**config.mk**
```make
export PLATFORM = sky130hd
export DESIGN_NAME = ltc2308_responder
export DESIGN_NICKNAME = d
export VERILOG_FILES = /design/src/rtl/adc_pkg.sv /design/src/rtl/sig_sync_edge.sv /design/src/rtl/ltc2308_responder.sv
export SDC_FILE = /design/constraint.sdc
export NUM_CORES = 1
export LEC_CHECK = 0
export ABC_AREA = 1
export CAP_MARGIN = 20
export CORE_MARGIN = 3
export CORE_UTILIZATION = 40
export DETAILED_ROUTE_END_ITERATION = 6
export PLACE_DENSITY_LB_ADDON = 0.2
export SLEW_MARGIN = 20
export SYNTH_ARGS = -nofsm -noshare
export SYNTH_HDL_FRONTEND = slang
export SYNTH_SLANG_ARGS = --single-unit
```
**constraint.sdc**
```tcl
create_clock -name clk -period 1.65 [get_ports clk]
set_clock_uncertainty 0.2 [all_clocks]
set_input_delay 0.33 -clock clk [delete_from_list [all_inputs] [get_ports clk]]
set_output_delay 0.33 -clock clk [all_outputs]
set_load 0.05 [all_outputs]
```
**src/rtl/adc_pkg.sv**
```systemverilog
// Shared definitions for the LTC2308 responder.
//   state_t    : responder FSM states
//   ADC_*      : sample and config word widths
//   CFG_*      : bit positions inside the 6-bit config word {S/D,O/S,S1,S0,UNI,SLP}
//   CFG_RESET  : config in force after reset (single-ended, ch0, unipolar)
//   cfg_chan() : channel index {S1,S0,O/S} decoded from a config word
package adc_pkg;

    typedef enum logic [1:0] {
        IDLE  = 2'd0,
        CONV  = 2'd1,
        READY = 2'd2,
        SHIFT = 2'd3
    } state_t;

    localparam int unsigned ADC_DATA_W = 12;
    localparam int unsigned ADC_CFG_W  = 6;

    localparam int unsigned CFG_SD  = 5;
    localparam int unsigned CFG_OS  = 4;
    localparam int unsigned CFG_S1  = 3;
    localparam int unsigned CFG_S0  = 2;
    localparam int unsigned CFG_UNI = 1;
    localparam int unsigned CFG_SLP = 0;

    localparam logic [ADC_CFG_W-1:0] CFG_RESET = 6'b100010;

    function automatic logic [2:0] cfg_chan(input logic [ADC_CFG_W-1:0] cfg);
        return {cfg[CFG_S1], cfg[CFG_S0], cfg[CFG_OS]};
    endfunction

endpackage

```
**src/rtl/sig_sync_edge.sv**
```systemverilog
// Input synchronizer followed by a rise/fall edge detector.
// Build option: ADC_RESP_SYNC2_EN selects a 2-flop synchronizer; otherwise a single
// register stage is used (only safe when d_i is already synchronous to clk).
// Ports:
//   clk, reset_n : clock and asynchronous active-low reset
//   d_i          : raw input pin
//   level_o      : synchronized level
//   rise_o       : 1-clk strobe on a synchronized 0->1 transition
//   fall_o       : 1-clk strobe on a synchronized 1->0 transition
module sig_sync_edge (
    input  logic clk,
    input  logic reset_n,
    input  logic d_i,
    output logic level_o,
    output logic rise_o,
    output logic fall_o
);

`ifdef ADC_RESP_SYNC2_EN
    logic meta_q, meta_d;
`endif
    logic sync_q, sync_d;
    logic prev_q, prev_d;

    always_comb begin
`ifdef ADC_RESP_SYNC2_EN
        meta_d = d_i;
        sync_d = meta_q;
`else
        sync_d = d_i;
`endif
        prev_d = sync_q;
    end

    always_ff @(posedge clk or negedge reset_n) begin
        if (!reset_n) begin
`ifdef ADC_RESP_SYNC2_EN
            meta_q <= 1'b0;
`endif
            sync_q <= 1'b0;
            prev_q <= 1'b0;
        end else begin
`ifdef ADC_RESP_SYNC2_EN
            meta_q <= meta_d;
`endif
            sync_q <= sync_d;
            prev_q <= prev_d;
        end
    end

    assign level_o = sync_q;
    assign rise_o  = sync_q & ~prev_q;
    assign fall_o  = ~sync_q & prev_q;

endmodule

```
**src/rtl/ltc2308_responder.sv**
```systemverilog
// Target-side model of the LTC2308 ADC serial link.
// CONVST starts a conversion of the channel selected by the config in force; after
// CONV_CYCLES the sample is shifted out MSB first on ADC_SDO (new bit per SCK fall) while
// the config word is shifted in from ADC_SDI (one bit per SCK rise).
// Build option: ADC_RESP_SYNC2_EN selects 2-flop input synchronizers (see sig_sync_edge).
// Ports:
//   clk, reset_n          : responder clock (>= 4x SCK) and asynchronous active-low reset
//   ADC_CONVST/SCK/SDI    : link inputs from the initiator
//   ADC_SDO               : sample bits to the initiator
//   chan_data             : unipolar value per channel, ch n = [n*DATA_W +: DATA_W]
//   cfg_word              : last complete config word
//   frame_done, frame_err : 1-clk pulses for frame completion and protocol violations
module ltc2308_responder
    import adc_pkg::*;
#(
    parameter int unsigned DATA_W      = ADC_DATA_W,
    parameter int unsigned NUM_CH      = 8,
    parameter int unsigned CONV_CYCLES = 80
) (
    input  logic                     clk,
    input  logic                     reset_n,
    input  logic                     ADC_CONVST,
    input  logic                     ADC_SCK,
    input  logic                     ADC_SDI,
    output logic                     ADC_SDO,
    input  logic [NUM_CH*DATA_W-1:0] chan_data,
    output logic [ADC_CFG_W-1:0]     cfg_word,
    output logic                     frame_done,
    output logic                     frame_err
);

    localparam int unsigned CNT_W = $clog2(CONV_CYCLES + 1);

    logic conv_lvl, conv_rise, conv_fall;
    logic sck_lvl, sck_rise, sck_fall;
    logic sdi_lvl, sdi_rise, sdi_fall;

    sig_sync_edge u_sync_convst (
        .clk    (clk),
        .reset_n(reset_n),
        .d_i    (ADC_CONVST),
        .level_o(conv_lvl),
        .rise_o (conv_rise),
        .fall_o (conv_fall)
    );

    sig_sync_edge u_sync_sck (
        .clk    (clk),
        .reset_n(reset_n),
        .d_i    (ADC_SCK),
        .level_o(sck_lvl),
        .rise_o (sck_rise),
        .fall_o (sck_fall)
    );

    sig_sync_edge u_sync_sdi (
        .clk    (clk),
        .reset_n(reset_n),
        .d_i    (ADC_SDI),
        .level_o(sdi_lvl),
        .rise_o (sdi_rise),
        .fall_o (sdi_fall)
    );

    logic unused_sync;
    assign unused_sync = ^{conv_lvl, conv_fall, sck_lvl, sdi_rise, sdi_fall};

    state_t               state_q, state_d;
    logic [CNT_W-1:0]     conv_cnt_q, conv_cnt_d;
    logic [3:0]           bit_cnt_q, bit_cnt_d;
    logic [ADC_CFG_W-1:0] cfg_shift_q, cfg_shift_d;
    logic [ADC_CFG_W-1:0] cfg_q, cfg_d;
    logic [DATA_W-1:0]    sample_q, sample_d;
    logic                 sdo_q, sdo_d;
    logic                 done_q, done_d;
    logic                 err_q, err_d;

    // Sample for the channel selected by the config in force right now; unipolar off
    // means flip the MSB to turn straight binary into two's complement.
    logic [2:0]        ch_sel;
    logic [DATA_W-1:0] raw_sel, snap;

    always_comb begin
        ch_sel  = cfg_chan(cfg_q);
        raw_sel = '0;
        for (int i = 0; i < NUM_CH; i++) begin
            if (ch_sel == 3'(i)) begin
                raw_sel = chan_data[i*DATA_W +: DATA_W];
            end
        end
        snap = cfg_q[CFG_UNI] ? raw_sel : (raw_sel ^ {1'b1, {(DATA_W-1){1'b0}}});
    end

    always_comb begin
        state_d     = state_q;
        conv_cnt_d  = conv_cnt_q;
        bit_cnt_d   = bit_cnt_q;
        cfg_shift_d = cfg_shift_q;
        cfg_d       = cfg_q;
        sample_d    = sample_q;
        sdo_d       = sdo_q;
        done_d      = 1'b0;
        err_d       = 1'b0;

        unique case (state_q)
            IDLE: begin
                sdo_d = 1'b0;
                if (conv_rise) begin
                    state_d     = CONV;
                    sample_d    = snap;
                    conv_cnt_d  = CNT_W'(CONV_CYCLES - 1);
                    bit_cnt_d   = '0;
                    cfg_shift_d = '0;
                end else if (sck_rise || sck_fall) begin
                    err_d = 1'b1;
                end
            end
            CONV: begin
                // Stray CONVST or SCK edges are flagged but never disturb the conversion.
                err_d = conv_rise | sck_rise | sck_fall;
                if (conv_cnt_q == '0) begin
                    state_d = READY;
                    sdo_d   = sample_q[DATA_W-1];
                end else begin
                    conv_cnt_d = conv_cnt_q - CNT_W'(1);
                end
            end
            READY, SHIFT: begin
                if (conv_rise) begin
                    // Abort: config being shifted in is dropped, cfg_q stays as it was.
                    err_d       = 1'b1;
                    state_d     = CONV;
                    sample_d    = snap;
                    conv_cnt_d  = CNT_W'(CONV_CYCLES - 1);
                    bit_cnt_d   = '0;
                    cfg_shift_d = '0;
                    sdo_d       = 1'b0;
                end else if (sck_rise) begin
                    state_d   = SHIFT;
                    bit_cnt_d = bit_cnt_q + 4'd1;
                    if (bit_cnt_q < 4'(ADC_CFG_W)) begin
                        cfg_shift_d = {cfg_shift_q[ADC_CFG_W-2:0], sdi_lvl};
                    end
                end else if (sck_fall && state_q == SHIFT) begin
                    if (bit_cnt_q == 4'(DATA_W)) begin
                        state_d   = IDLE;
                        sdo_d     = 1'b0;
                        done_d    = 1'b1;
                        cfg_d     = cfg_shift_q;
                        bit_cnt_d = '0;
                    end else begin
                        sample_d = {sample_q[DATA_W-2:0], 1'b0};
                        sdo_d    = sample_q[DATA_W-2];
                    end
                end
            end
        endcase
    end

    always_ff @(posedge clk or negedge reset_n) begin
        if (!reset_n) begin
            state_q     <= IDLE;
            conv_cnt_q  <= '0;
            bit_cnt_q   <= '0;
            cfg_shift_q <= '0;
            cfg_q       <= CFG_RESET;
            sample_q    <= '0;
            sdo_q       <= 1'b0;
            done_q      <= 1'b0;
            err_q       <= 1'b0;
        end else begin
            state_q     <= state_d;
            conv_cnt_q  <= conv_cnt_d;
            bit_cnt_q   <= bit_cnt_d;
            cfg_shift_q <= cfg_shift_d;
            cfg_q       <= cfg_d;
            sample_q    <= sample_d;
            sdo_q       <= sdo_d;
            done_q      <= done_d;
            err_q       <= err_d;
        end
    end

    assign ADC_SDO    = sdo_q;
    assign cfg_word   = cfg_q;
    assign frame_done = done_q;
    assign frame_err  = err_q;

endmodule
```
==> impl_metrics.yaml <==
routing:
  drc: 0
  detailedRoute.firstIterationViolations: 138
  ant_nets: 0
  route.vias.total: 3518
  detail_route.wl_per_cell_um: 16.04
  totalWireLength_um: 10850
  drtPass1Iterations: 4
  via_per_inst: 5.204
setup_path:
  critical_path.max_fanout: 4
  critPathMaxStageDelay_ps: 410
  critPathRequiredTime_ps: 1640
  reg2regPathDepth: 11
  crit_path_cell_trace: "inv_2 -> ha_4 -> nand2_4 -> nor2_4 -> nand3_2 -> a21oi_4 -> nand2_2 -> nor2_2 -> nand3_1 -> o21ai_1 -> nor2_1"
  critPathLaunchType: "flop"
  timing_worst_setup_path_type: "flop to flop"
  critPathBufInv: 1
  timing.critical_path.depth: 11
  r2r_setup_slack_ps: -230
  critical_path.reg2reg.startpoint: "bit_cnt_q[1]"
  cp.arrival_ps: 1870
  timing.critical_path.slowest_stage_cell: "sky130_fd_sc_hd__dfrtp_1"
  path_delay_family: "simple AND/OR/NAND/NOR gates"
  end_kind: "flop"
  critical_path.reg2reg.endpoint: "bit_cnt_q[3]"
floorplan:
  std_cell_rows: 30
  die_area_um2: 8215
  core_um2: 6869
  i_o_pins: 110
  die_height_um: 90.64
  start_util_pct: 41.71
  die_span_x_um: 90.64
pwr:
  power.static_leakage_nw: 2.389
  cellPowerDensity_nw_per_um2: 1007
  ir_worst_vdd_v: 0.0009852
timing:
  layout_min_cycle_time_ps: 1881
  timing.hold.ws_ps: 183.2
  worst_pin_slew_ps: 301.6
  setup_viol: 40
  finalCritPeriodShare_pct: 114.0
  maxSlewHeadroom_pct: 79.87
  final_worst_path_setup_slack_ps: -231.0
  grt_setup_unrepaired: "yes"
  fmax_mhz: 531.6
  hold_violations: 0
  timing_max_transition_violations_final: 0
final_layout:
  final_net_count: 686
  antennaDiodeCount: 0
  fillCellCount: 491
  drive_gt1_share_pct: 30.69
  final_non_filler_cells: 676
  multi_input_comb_area_um2: 1705
  register_area_um2: 1141
  area.growth.synth_to_final_pct: 79.83
worst_hold_path:
  whs_path_depth: 0
  hp-start: "u_sync_convst.level_o"
  hold_path.class: "flop to flop"
  hold-path-endpoint: "u_sync_convst.prev_q"
synth:
  synth-adder-area-share_pct: 2.620
  synthDistinctLibCells: 32
  yosysSeqAreaShare_pct: 39.39
  yosys-top-cells-count: "sky130_fd_sc_hd__nand2_1 (88), sky130_fd_sc_hd__inv_1 (51), sky130_fd_sc_hd__nand3_1 (44), sky130_fd_sc_hd__dfrtp_1 (43), sky130_fd_sc_hd__a21oi_1 (31)"
  post_synth_edffs: 0
  synthesis.area_per_instance_um2: 7.217
  yosys_warnings: 0
  synthMuxAreaShare_pct: 0
  synth-compound-area-share_pct: 17.25
  synth_top_family_by_area: "simple AND/OR/NAND/NOR gates"
  yosysTopAreaCellShare_pct: 37.55
  postSynth.topFlopCell: "sky130_fd_sc_hd__dfrtp_1"
  syn-cell-area_um2: 2865
  postSynthCellCount: 397
  synth_simple_gate_area_share_pct: 29.83
  async_flop_share_pct: 100.0
  yosysTopAreaCell: "sky130_fd_sc_hd__dfrtp_1"
  synth_nets: 504
  yosys.cell_count.top_type: "sky130_fd_sc_hd__nand2_1"
  postSynthRegisterBits: 45
  synth_xor_area_share_pct: 0
  netlist_top_cells_area: "sky130_fd_sc_hd__dfrtp_1 (38%), sky130_fd_sc_hd__nand2_1 (12%), sky130_fd_sc_hd__nand3_1 (7.7%)"
grt:
  met2_usage_pct: 42.74
  global_route_wire_length_before_repair_um: 16150
  grtUsageMet1_pct: 28.91
  first_global_vias: 3375
  global_route.usage.met3_pct: 5.083
  grtUsageTotal_pct: 24.09
  initial_antenna_violation_count: 0
  grt_start_max_net_pins: 15
  grt_overflow: 0
  grt-busiest-layer: "met2"
clock_tree:
  cts_max_level: 2
  clockBufferDepth: 2
  worst_skew_pair.late_latency_ps: 300
  path_clk_slew_ps: 70
  cts_tree: "done"
  numClockSinks: 45
  clk_root_buffer_cell: "sky130_fd_sc_hd__clkbuf_8"
  numCtsBuffers: 5
outcome:
  violated_checks: "negative setup slack"
  status: "finished with violations"
placement:
  globalplace.congestion: 0.8828
  placed_cells: 634
  numPortBuffers: 109
  place.detailed.hpwl_um: 7525
job:
  timing.max_cap.violations: 0
state kept, by name, summed over array words and instances, names as in the netlist:
name / count
conv_cnt_q: 7
cfg_shift_q: 6
ADC_SDO: 1
bit_cnt_q: 4
frame_done: 1
frame_err: 1
u_sync_convst.prev_q: 1
cfg_word: 6
sample_q: 12
state_q: 2
u_sync_sck.prev_q: 1
u_sync_convst.level_o: 1
u_sync_sdi.level_o: 1
u_sync_sck.level_o: 1
cells in the final DEF, fill, tap and decap left out, types with 3 or more instances in the layout:
master	n
sky130_fd_sc_hd__inv_2	13
sky130_fd_sc_hd__inv_1	43
sky130_fd_sc_hd__nand2_1	77
sky130_fd_sc_hd__o21ai_0	13
sky130_fd_sc_hd__nand3_1	38
sky130_fd_sc_hd__nor2_4	7
sky130_fd_sc_hd__nand2_2	11
sky130_fd_sc_hd__a21oi_1	27
sky130_fd_sc_hd__nand4_1	14
sky130_fd_sc_hd__o21ai_2	5
sky130_fd_sc_hd__buf_12	9
sky130_fd_sc_hd__dfrtp_1	39
sky130_fd_sc_hd__nand3_2	6
sky130_fd_sc_hd__o21ai_1	18
sky130_fd_sc_hd__buf_4	61
sky130_fd_sc_hd__a21oi_2	4
sky130_fd_sc_hd__nand2_4	3
sky130_fd_sc_hd__nor2_2	5
sky130_fd_sc_hd__clkbuf_8	6
sky130_fd_sc_hd__nor2_1	9
sky130_fd_sc_hd__dfrtp_4	3
sky130_fd_sc_hd__nor3_1	3
sky130_fd_sc_hd__buf_6	16
sky130_fd_sc_hd__ha_1	3
sky130_fd_sc_hd__o211ai_1	3
sky130_fd_sc_hd__clkdlybuf4s50_1	99
sky130_fd_sc_hd__a21o_1	8
sky130_fd_sc_hd__nor3_4	4
where the power goes:
part	leakage [nW]	internal, mW	switching [mW]	total, mW
clock	0.0455	0.342	0.350	0.692
combinational	1.78	1.38	1.51	2.89
sequential	0.559	1.40	0.212	1.61
routing by layer:
metal | vias to the layer above | part of all wire [%]
met4 | 0 | 2.7
met2 | 132 | 52
met5 | - | 0
met3 | 26 | 6.1
met1 | 1672 | 40
li1 | 1688 | -
stage by stage:
step / instance area, um2 / power, mW / util, % / TNS, ps / setup slack (ps)
after floorplan: 2932 / 2.746 / - / -151.3 / -102.5
after global placement: 4477 / 3.681 / 65.17 / -1317 / -154.3
after detailed placement: 4477 / 3.753 / 65.17 / -2445 / -239.0
after CTS: 4851 / 4.662 / 70.62 / -2535 / -187.0
after global routing: 5152 / 5.555 / 75.01 / -7242 / -343.4
final: 5152 / 5.190 / 75.01 / -4201 / -231.0
cell type report:
type                    instances  share of cell area (%)
repair buffers                187                   35.41
well taps                      96                   2.331
inverters                      62                   5.124
clock buffers                   8                   1.748
repair inverters                1                  0.1457
flip-flops and latches         45                   22.15
multi-input cells             277                   33.10
kinds of logic after synthesis:
group           after synthesis
compound gates               88
fa+ha+maj                     6
flops                        45
buf+inv                      76
simple gates                182
how the worst max path moves through the flow:
stage          slack [ps]           end                from
3_5_place_dp         -240  bit_cnt_q[3]        bit_cnt_q[0]
4_1_cts              -190  bit_cnt_q[3]        bit_cnt_q[0]
2_1_floorplan        -100  bit_cnt_q[3]        bit_cnt_q[0]
3_3_place_gp         -150  sample_q[10]       chan_data[10]
5_1_grt              -340  bit_cnt_q[2]  u_sync_sck.level_o
6_report             -230  bit_cnt_q[3]        bit_cnt_q[1]
what timing repair did:
action | in CTS | in global routing
gates cloned | 2 | 1
resized for setup | 44 | 54
endpoints found under the hold margin | 29 | 0
setup endpoints to repair | 29 | 41
setup buffers | 14 | 17
hold buffers | 1 | 0
pin swaps | 14 | 29
Note: power is estimated with default switching activity, not from simulation.
